**src/rtl/imem_fetch_pkg.sv**
```systemverilog
// Shared types and helpers for the instruction-fetch sequencer.
package imem_fetch_pkg;

   typedef enum logic [1:0] {
      BOOT = 2'd0,
      RUN  = 2'd1,
      HALT = 2'd2
   } fetch_state_e;

   typedef struct packed {
      logic [31:0] data;
      logic [31:0] pc;
      logic        err;
   } fetch_entry_t;

   // Substituted for imem data on faulting fetches (addi x0,x0,0).
   localparam logic [31:0] NOP_INSN = 32'h0000_0013;

   // A fetch faults when the PC is not word aligned or lies past the end of imem.
   function automatic logic fetch_fault(input logic [31:0] pc, input logic [31:0] limit);
      return (pc[1:0] != 2'b00) || (pc >= limit);
   endfunction

endpackage

```
**src/rtl/fetch_fifo.sv**
```systemverilog
// Small synchronous FIFO of fetch entries; flush has priority over push.
module fetch_fifo
   import imem_fetch_pkg::*;
#(
   parameter int DEPTH = 2
) (
   input  logic                   clk,
   input  logic                   rst_n,
   input  logic                   push,
   input  logic                   pop,
   input  logic                   flush,
   input  fetch_entry_t           wr_entry,
   output fetch_entry_t           rd_entry,
   output logic                   full,
   output logic                   empty,
   output logic [$clog2(DEPTH):0] count
);

   localparam int PW = $clog2(DEPTH);
   localparam int CW = PW + 1;

   fetch_entry_t [DEPTH-1:0] mem_q, mem_d;
   logic [PW-1:0]            wr_ptr_q, wr_ptr_d;
   logic [PW-1:0]            rd_ptr_q, rd_ptr_d;
   logic [CW-1:0]            count_q, count_d;
   logic                     do_pop;

   assign do_pop   = pop & ~empty;
   assign rd_entry = mem_q[rd_ptr_q];
   assign full     = (count_q == CW'(DEPTH));
   assign empty    = (count_q == '0);
   assign count    = count_q;

   // Next-state for storage, pointers and occupancy; pointers wrap at DEPTH.
   always_comb begin
      mem_d    = mem_q;
      wr_ptr_d = wr_ptr_q;
      rd_ptr_d = rd_ptr_q;
      count_d  = count_q;
      if (flush) begin
         wr_ptr_d = '0;
         rd_ptr_d = '0;
         count_d  = '0;
      end else begin
         if (push) begin
            mem_d[wr_ptr_q] = wr_entry;
            wr_ptr_d        = wr_ptr_q + PW'(1);
         end
         if (do_pop) begin
            rd_ptr_d = rd_ptr_q + PW'(1);
         end
         count_d = count_q + CW'(push) - CW'(do_pop);
      end
   end

   // FIFO state registers; storage is cleared so empty outputs read as zero after reset.
   always_ff @(posedge clk or negedge rst_n) begin
      if (!rst_n) begin
         mem_q    <= '0;
         wr_ptr_q <= '0;
         rd_ptr_q <= '0;
         count_q  <= '0;
      end else begin
         mem_q    <= mem_d;
         wr_ptr_q <= wr_ptr_d;
         rd_ptr_q <= rd_ptr_d;
         count_q  <= count_d;
      end
   end

endmodule

```
**src/rtl/imem_fetch_ctrl.sv**
```systemverilog
// Instruction-fetch sequencer: owns the fetch PC, fills a prefetch FIFO from
// combinational imem, and hands entries to decode with valid/ready.
module imem_fetch_ctrl
   import imem_fetch_pkg::*;
#(
   parameter logic [31:0] RESET_PC   = 32'h0000_0000,
   parameter int          DEPTH      = 2,
   parameter int          IMEM_WORDS = 2048
) (
   input  logic        clk,
   input  logic        rst_n,
   output logic [31:0] o_imem_addr,
   input  logic [31:0] i_imem_data,
   input  logic        i_redirect_valid,
   input  logic [31:0] i_redirect_pc,
   input  logic        i_halt,
   input  logic        i_dec_ready,
   output logic        o_inst_valid,
   output logic [31:0] o_inst,
   output logic [31:0] o_inst_pc,
   output logic        o_inst_err,
   output logic        o_halted
);

   localparam int          CW         = $clog2(DEPTH) + 1;
   localparam logic [31:0] IMEM_LIMIT = 32'(IMEM_WORDS * 4);

   fetch_state_e  state_q, state_d;
   logic [31:0]   fetch_pc_q, fetch_pc_d;

   fetch_entry_t  wr_entry, rd_entry;
   logic          fifo_full, fifo_empty;
   logic [CW-1:0] fifo_count;
   logic          pop, push, can_push, cur_err;

   assign cur_err  = fetch_fault(fetch_pc_q, IMEM_LIMIT);
   assign pop      = ~fifo_empty & i_dec_ready;
   // A full FIFO still takes a word when the head leaves this cycle.
   assign can_push = ~fifo_full | pop;
   assign push     = (state_q == RUN) & ~i_redirect_valid & ~i_halt & can_push;

   assign wr_entry.data = cur_err ? NOP_INSN : i_imem_data;
   assign wr_entry.pc   = fetch_pc_q;
   assign wr_entry.err  = cur_err;

   fetch_fifo #(.DEPTH(DEPTH)) u_fifo (
      .clk      (clk),
      .rst_n    (rst_n),
      .push     (push),
      .pop      (pop),
      .flush    (i_redirect_valid),
      .wr_entry (wr_entry),
      .rd_entry (rd_entry),
      .full     (fifo_full),
      .empty    (fifo_empty),
      .count    (fifo_count)
   );

   // Sequencer next state and fetch PC: redirect wins over halt, halt over fetch.
   // A faulting fetch parks the PC on the bad address and halts.
   always_comb begin
      state_d    = state_q;
      fetch_pc_d = fetch_pc_q;
      if (i_redirect_valid) begin
         state_d    = RUN;
         fetch_pc_d = i_redirect_pc;
      end else begin
         unique case (state_q)
            BOOT: state_d = RUN;
            RUN: begin
               if (i_halt) begin
                  state_d = HALT;
               end else if (push) begin
                  if (cur_err) state_d = HALT;
                  else         fetch_pc_d = fetch_pc_q + 32'd4;
               end
            end
            HALT: state_d = HALT;
            default: state_d = BOOT;
         endcase
      end
   end

   // State and fetch PC registers.
   always_ff @(posedge clk or negedge rst_n) begin
      if (!rst_n) begin
         state_q    <= BOOT;
         fetch_pc_q <= RESET_PC;
      end else begin
         state_q    <= state_d;
         fetch_pc_q <= fetch_pc_d;
      end
   end

   assign o_imem_addr  = fetch_pc_q;
   assign o_inst_valid = (fifo_count != '0);
   assign o_inst       = rd_entry.data;
   assign o_inst_pc    = rd_entry.pc;
   assign o_inst_err   = rd_entry.err;
   assign o_halted     = (state_q == HALT);

endmodule

```
**config.mk**
```make
export PLATFORM = sky130hd
export DESIGN_NAME = imem_fetch_ctrl
export DESIGN_NICKNAME = d
export VERILOG_FILES = /design/src/rtl/imem_fetch_pkg.sv /design/src/rtl/fetch_fifo.sv /design/src/rtl/imem_fetch_ctrl.sv
export SDC_FILE = /design/constraint.sdc
export NUM_CORES = 1
export LEC_CHECK = 0
export CAP_MARGIN = 25
export CELL_PAD_IN_SITES_DETAIL_PLACEMENT = 2
export CELL_PAD_IN_SITES_GLOBAL_PLACEMENT = 2
export CORE_ASPECT_RATIO = 1.5
export CORE_MARGIN = 2
export CORE_UTILIZATION = 33
export CTS_BUF_LIST = sky130_fd_sc_hd__clkbuf_8
export DETAILED_ROUTE_END_ITERATION = 8
export GPL_TIMING_DRIVEN = 1
export PLACE_DENSITY_LB_ADDON = 0.1
export SETUP_SLACK_MARGIN = 0.05
export SLEW_MARGIN = 20
export SYNTH_ARGS = -nofsm -noshare
export SYNTH_HDL_FRONTEND = slang
export SYNTH_SLANG_ARGS = --single-unit
```
**constraint.sdc**
```tcl
create_clock -name clk -period 2.6 [get_ports clk]
set_input_delay 0.52 -clock clk [delete_from_list [all_inputs] [get_ports clk]]
set_output_delay 0.52 -clock clk [all_outputs]
set_load 0.01 [all_outputs]
```
## After elaboration in Yosys (flattened, before gate mapping)

Cells that the tools add are included.
W data, S select, Z words.

| word-level totals | value |
|---|---|
| memories | 0 |
| latch bits | 0 |
| memory bits (read-only) | 0 |
| RAM bits | 0 |
| register bits after elaboration | 168 |

| operators by class | value |
|---|---|
| bitwise gates (word level) | 10 |
| eq/ne operators | 7 |
| $add $sub $neg | 5 |
| multiply operators | 0 |
| div/mod/pow operators | 0 |
| reductions and logical operators | 12 |
| shift-type cells | 0 |
| magnitude comparators | 4 |
| muxes and demuxes | 21 |

Operators by type and width:

| operator | count |
|---|---|
| $mux W65 | 3 |
| $mux W32 | 6 |
| $bwmux W130 | 1 |
| $demux W65 S1 | 1 |
| $add A32 B3 Y32 const B | 1 |
| $ge A32 B14 Y1 const B | 1 |
| $mux W2 | 5 |
| $reduce_bool A2 Y1 | 5 |
| $pmux W2 S3 | 1 |
| $and A1 B1 Y1 | 5 |
| $eq A2 B2 Y1 const B | 2 |
| $logic_not A2 Y1 | 2 |
| $lt A1 B2 Y1 const B | 2 |
| $mux W1 | 4 |
| $ne A2 B2 Y1 const B | 2 |
| $ne A4 B3 Y1 const B | 1 |
| $ne A4 B4 Y1 const B | 1 |
| $not A1 Y1 | 4 |
| $reduce_and A2 Y1 | 2 |
| $reduce_and A4 Y1 | 1 |
| $add A1 B1 Y1 const B | 2 |
| $add A2 B1 Y2 | 1 |
| $eq A2 B1 Y1 const B | 1 |
| $sub A2 B1 Y2 | 1 |
| 4 further kinds | 4 |

## Longest topological paths before layout

Gate-level depths: netlist of the first run.

| depth | value |
|---|---|
| depth after elaboration | 9 |
| depth in mapped cells | 10 |
| mapped depth without buffers | 9 |

## Hierarchy

A second synthesis of the first run with hierarchy kept.

| second synthesis, totals | value |
|---|---|
| cells, all modules | 588 |
| area, all modules | 8122.8 sq um |

Modules (own cells, without submodules):

| module | area each (sq um) | seq. area each (sq um) | cells each | times used |
|---|---|---|---|---|
| fetch_fifo | 5861.9 | 3353.2 | 367 | 1 |
| imem_fetch_ctrl | 2260.9 | 850.8 | 221 | 1 |

## Worst setup path before layout of the first run

No wires, ideal clock.

| path | value |
|---|---|
| kind | input to register |
| from | input port i_dec_ready |
| to | register u_fifo.mem_q[66] (netlist name) |
| path buffers | 2 |
| data arrival time | 1.840 ns |
| slack | 0.635 ns |
| stages | 7 |
| cell sequence | or3b_1 -> nand2_2 -> inv_2 -> nand2_1 -> buf_4 -> buf_6 -> mux2_2 |

| between the ends | value |
|---|---|
| cells in the longest elaborated chain, start to end | 4 |

Ends and longest elaborated chain:

| element | RTL line | text |
|---|---|---|
| start, declared | imem_fetch_ctrl.sv:17 | `input logic i_dec_ready,` |
| $and A1 B1 Y1 | imem_fetch_ctrl.sv:37 | `assign pop = ~fifo_empty & i_dec_ready;` |
| $or A1 B1 Y1 | imem_fetch_ctrl.sv:39 | `assign can_push = ~fifo_full \| pop;` |
| $and A1 B1 Y1 | imem_fetch_ctrl.sv:40 | `assign push = (state_q == RUN) & ~i_redirect_valid & ~i_halt & can_push;` |
| $reduce_and A2 Y1 (no source line) | - |  |
| end signal, assigned | fetch_fifo.sv:64 | `mem_q <= mem_d;` |
| end, declared | fetch_fifo.sv:22 | `fetch_entry_t [DEPTH-1:0] mem_q, mem_d;` |

Every way passes these cells.
A chain may end at the register's enable or synchronous reset.

## Final worst setup path of the first run

| path | value |
|---|---|
| from | register u_fifo.rd_ptr_q |
| to | output port o_inst_pc[26] |

| between the ends | value |
|---|---|
| cells in the longest elaborated chain, start to end | 2 |

Ends and longest elaborated chain:

| element | RTL line | text |
|---|---|---|
| start, declared | fetch_fifo.sv:24 | `logic [PW-1:0] rd_ptr_q, rd_ptr_d;` |
| start signal, assigned | fetch_fifo.sv:66 | `rd_ptr_q <= rd_ptr_d;` |
| $mux W65 (not written as such) (2 in a row) | fetch_fifo.sv:29 | `assign rd_entry = mem_q[rd_ptr_q];` |
| end, declared | imem_fetch_ctrl.sv:20 | `output logic [31:0] o_inst_pc,` |

Every way passes these cells. The select of a mux whose other input is x is not followed.

==> results of run 1 <==
-- cell type report --
type / count / area, µm²
repair buffers: 193 / 1990
flip-flops and latches: 168 / 4210
clock buffers: 19 / 262
well taps: 315 / 394
fillers: 2400 / 12900
clock inverters: 12 / 200
multi-input cells: 472 / 3060
inverters: 10 / 37.5
-- layer usage --
metal	vias to the layer above	track usage [%]	wire length [µm]
met3	20	3.79	721
met4	0	6.10	439
met5	-	0	0
li1	2655	-	-
met1	2962	21.6	8880
met2	121	36.4	12800
-- synth_stat cells, drive strengths merged, types with 2 or more instances --
cell type,number
nand2,202
inv,9
o21ai,81
nand4,4
nand3,4
xnor2,8
mux2i,4
or2,2
mux2,114
clkbuf,16
buf,55
dfrtp,168
nor4,9
nor2,15
nor3b,3
nor3,4
ha,7
a21oi,3
xor2,2
-- worst max-delay path by stage --
| stage | from | endpoint | depth (start not counted) | slack [ns] |
|---|---|---|---|---|
| after CTS | u_fifo.rd_ptr_q$_DFFE_PN0P_ | o_inst_pc[23] | 3 | -0.03 |
| after floorplan | i_dec_ready | u_fifo.mem_q[66]$_DFFE_PN0P_ | 7 | 0.63 |
| after global placement | i_dec_ready | u_fifo.mem_q[91]$_DFFE_PN0P_ | 7 | 0.21 |
| final | u_fifo.rd_ptr_q$_DFFE_PN0P_ | o_inst_pc[26] | 3 | 0.12 |
| after detailed placement | i_halt | o_imem_addr[4]$_DFFE_PN0P_ | 8 | 0.13 |
| after global routing | u_fifo.rd_ptr_q$_DFFE_PN0P_ | o_inst_pc[25] | 3 | 0.05 |
-- sequential cells by signal, indices dropped and copies added, names as in the netlist --
name	count
u_fifo.wr_ptr_q	1
u_fifo.mem_q	130
o_imem_addr	32
state_q	2
u_fifo.count	2
u_fifo.rd_ptr_q	1
-- cells by family (layout without fill, tap and decap cells) --
logic type | after synthesis | in the layout
AND/OR/NAND/NOR | 247 | 247
adder cells (fa/ha/maj) | 7 | 7
flip-flops | 168 | 168
XOR/XNOR | 10 | 10
multiplexers | 118 | 118
buffers and inverters | 81 | 234
AO/OA/AOI/OAI | 90 | 90
-- what timing repair did --
action                                  in CTS  in global routing
endpoints found under the setup margin      65                 16
buffers inserted                             0                  1
cloned                                       0                  1
resized for setup                           50                  6
pin swaps                                    0                  0
-- where the power goes --
part | switching (mW) | total, mW | internal, mW | leakage, nW
logic | 1.13 | 2.42 | 1.29 | 2.37
registers | 0.341 | 3.49 | 3.15 | 2.18
clock network | 0.983 | 2.17 | 1.19 | 0.235
total | 2.46 | 8.08 | 5.63 | 4.79
-- critical path, delay by kind of cell, from the launching register on --
| family | cells | cell delay, ns |
|---|---|---|
| buffers and inverters | 2 | 0.65 |
| multiplexers | 1 | 0.36 |
| flip-flops | 1 | 0.46 |
==> metrics.log, run 1 <==
[metrics] combinational family with the most area after synthesis: multiplexers
[metrics] highest-count cells in the layout ignoring fill and taps: 199 x sky130_fd_sc_hd__nand2_1, 167 x sky130_fd_sc_hd__dfrtp_1, 110 x sky130_fd_sc_hd__clkdlybuf4s50_1
[metrics] standard-cell rows: a little under 70
[metrics] sort of element at the end of the critical path: output port
[metrics] Cells after DPL: 1156
[metrics] number of flip-flops and latches in the synthesized netlist: approximately 170
[metrics] Synth Area in Adders: roughly 1.1%
[metrics] Mapped Cells: 721
[metrics] final cell count without fillers: between 1000 and 1500
[metrics] pin count of the biggest net entering global routing: 58
[metrics] post-synth top area cell: sky130_fd_sc_hd__dfrtp_1
[metrics] Fin Clk Skew: approximately 0.013 ns
[metrics] total vias in the final route: 5758
[metrics] Die Y-Extent: roughly 190 µm
[metrics] detailed-route DRC error count: 0
[metrics] PnR Total Power: just over 8 mW
[metrics] top cells by area, synth: sky130_fd_sc_hd__dfrtp_1 54%, sky130_fd_sc_hd__mux2_2 15%, sky130_fd_sc_hd__nand2_1 9.7%, sky130_fd_sc_hd__o21ai_0 4.8%, sky130_fd_sc_hd__buf_4 4.2%
[metrics] post-synthesis xor/xnor area fraction: 1.13%
[metrics] RR Startpoint: state_q[1]$_DFFE_PN0P_
[metrics] number of antenna violations at the first check in global routing: 0
[metrics] iteration count of the initial detailed-routing pass: 4
[metrics] outcome: finished, final reports clean
[metrics] DIE WIDTH: roughly 130 µm
[metrics] I/O pins: 168
[metrics] VDD IR-drop max: 0.000384 V
[metrics] Rel. slew slack: roughly three fifths
[metrics] netlist area before placement: 7750 µm²
[metrics] cell-by-cell trace of the critical path: buf_16 -> mux2_2 -> clkdlybuf4s50_1
[metrics] GRT Residual Overflow: 0
[metrics] Total Neg Setup Slack: 0 ns
[metrics] part of the cycle the worst path needs: between 90% and 100%
[metrics] Post-layout nets: 938
[metrics] Critical Path Slowest Stage Cell: sky130_fd_sc_hd__clkdlybuf4s50_1
[metrics] Worst Path Required: ~2.1 ns
[metrics] kind of launch point of the worst setup path: register
[metrics] sequential element share of the synthesized area: 54.2%
[metrics] standard cell area after detailed placement: around 9700 µm²
[metrics] total of warnings raised by yosys: 0
[metrics] area overhead of the layout relative to synthesis: 31.0%
[metrics] count of flip-flops with a built-in enable after synthesis: 0
[metrics] number of DRC markers after the initial detailed-route iteration: approximately 150
[metrics] path type of the worst min-delay path: in -> async
[metrics] wire length of the first global-routing pass: ~37000 µm
[metrics] vias in the first global route: 6778
[metrics] wire per inst: 19.2 µm
[metrics] share of synthesized registers carrying an async set or reset: 100%
[metrics] post-cts hold buffer count: 0
[metrics] depth of the most critical reg-to-reg path: 9
[metrics] Die ar.: ~25000 µm²
[metrics] htree depth: 4
[metrics] insertion delay of the later-clocked pin in the worst-skew pair: 0.47 ns
[metrics] area of all placed cells without fillers: 10200 µm²
[metrics] GP Congestion: approximately 0.75
[metrics] area fraction of the dominant cell type after synthesis: about 54%
[metrics] areal power density over the cells: between 700 and 800 nW/µm²
[metrics] clock tree from TritonCTS: done
[metrics] final max-slew violation count: 0
[metrics] worst path setup slack after routing: 0.124 ns
[metrics] mean instance size in the synthesized netlist: between 10 and 15 µm²
[metrics] register-to-register setup slack: 0.32 ns
[metrics] GRT Resource Usage Total: 19.4%
[metrics] crit path time final: 2.48 ns
[metrics] clock slew at the register clock pins of the worst setup and hold paths: 0.08 ns
[metrics] minimum setup slack after placement: ~0.13 ns
[metrics] post-synthesis simple-gate area fraction: between 10 and 15%
[metrics] Clock Tree Root: sky130_fd_sc_hd__clkbuf_8
[metrics] Crit Path Class: reg -> out
[metrics] highest cell delay on the worst timing path: about 0.48 ns
[metrics] starting density of the core: 33.6%
[metrics] Leakage Power: about 4.8 nW
[metrics] proportion of layout cells with a drive suffix above 1: about a fifth
[metrics] Net Count, Synth: approximately 800
[metrics] Data arrival, critical path: just under 2 ns
[metrics] via/cell ratio: between 4 and 5
[metrics] clock sink count: between 150 and 200
[metrics] unique cell type count in the Yosys netlist: 43
[metrics] RSZ-0062 raised after global routing: no
[metrics] R2R Path End: o_imem_addr[4]$_DFFE_PN0P_
[metrics] Slew @ Worst Pin: between 0.5 and 0.6 ns
[metrics] most common library cell in the layout ignoring fill and taps: sky130_fd_sc_hd__nand2_1
[metrics] Antenna diodes: 0
[metrics] Synth Flop Type: sky130_fd_sc_hd__dfrtp_1
[metrics] number of buffers between clock root and the deepest sink: 2
[metrics] Core Footprint: ~23000 µm²
[metrics] antenna viol nets, final: 0
[metrics] cts bufs inserted: 17
[metrics] Compound-Gate Fraction of Synth Area: around 6%
[metrics] number of hold violations in the final report: 0
[metrics] WL final: about 23000 µm
[metrics] utilization of the core after routing: 44.0%
[metrics] post-detail-place hpwl: 16200 µm
[metrics] largest fanout on the critical path: 18
[metrics] max-cap viol count: 0
[metrics] multiplexer area fraction after synthesis: approximately 17%
[metrics] WHS: 0.0299 ns
[metrics] number of port buffers: about 170
[metrics] setup-violating endpoint count in the final report: 0
[metrics] Fmax achieved: about 400 MHz
Power figures use the tool's default switching activity.
==> run 2, diff against run 1 <==
--- a/config.mk
+++ b/config.mk
@@ -5,7 +5,6 @@
 export SDC_FILE = /design/constraint.sdc
 export NUM_CORES = 1
 export LEC_CHECK = 0
-export CAP_MARGIN = 25
 export CELL_PAD_IN_SITES_DETAIL_PLACEMENT = 2
 export CELL_PAD_IN_SITES_GLOBAL_PLACEMENT = 2
 export CORE_ASPECT_RATIO = 1.5
==> results of run 2 <==
Final layout, timing and power as in run 1 (identical DEF).
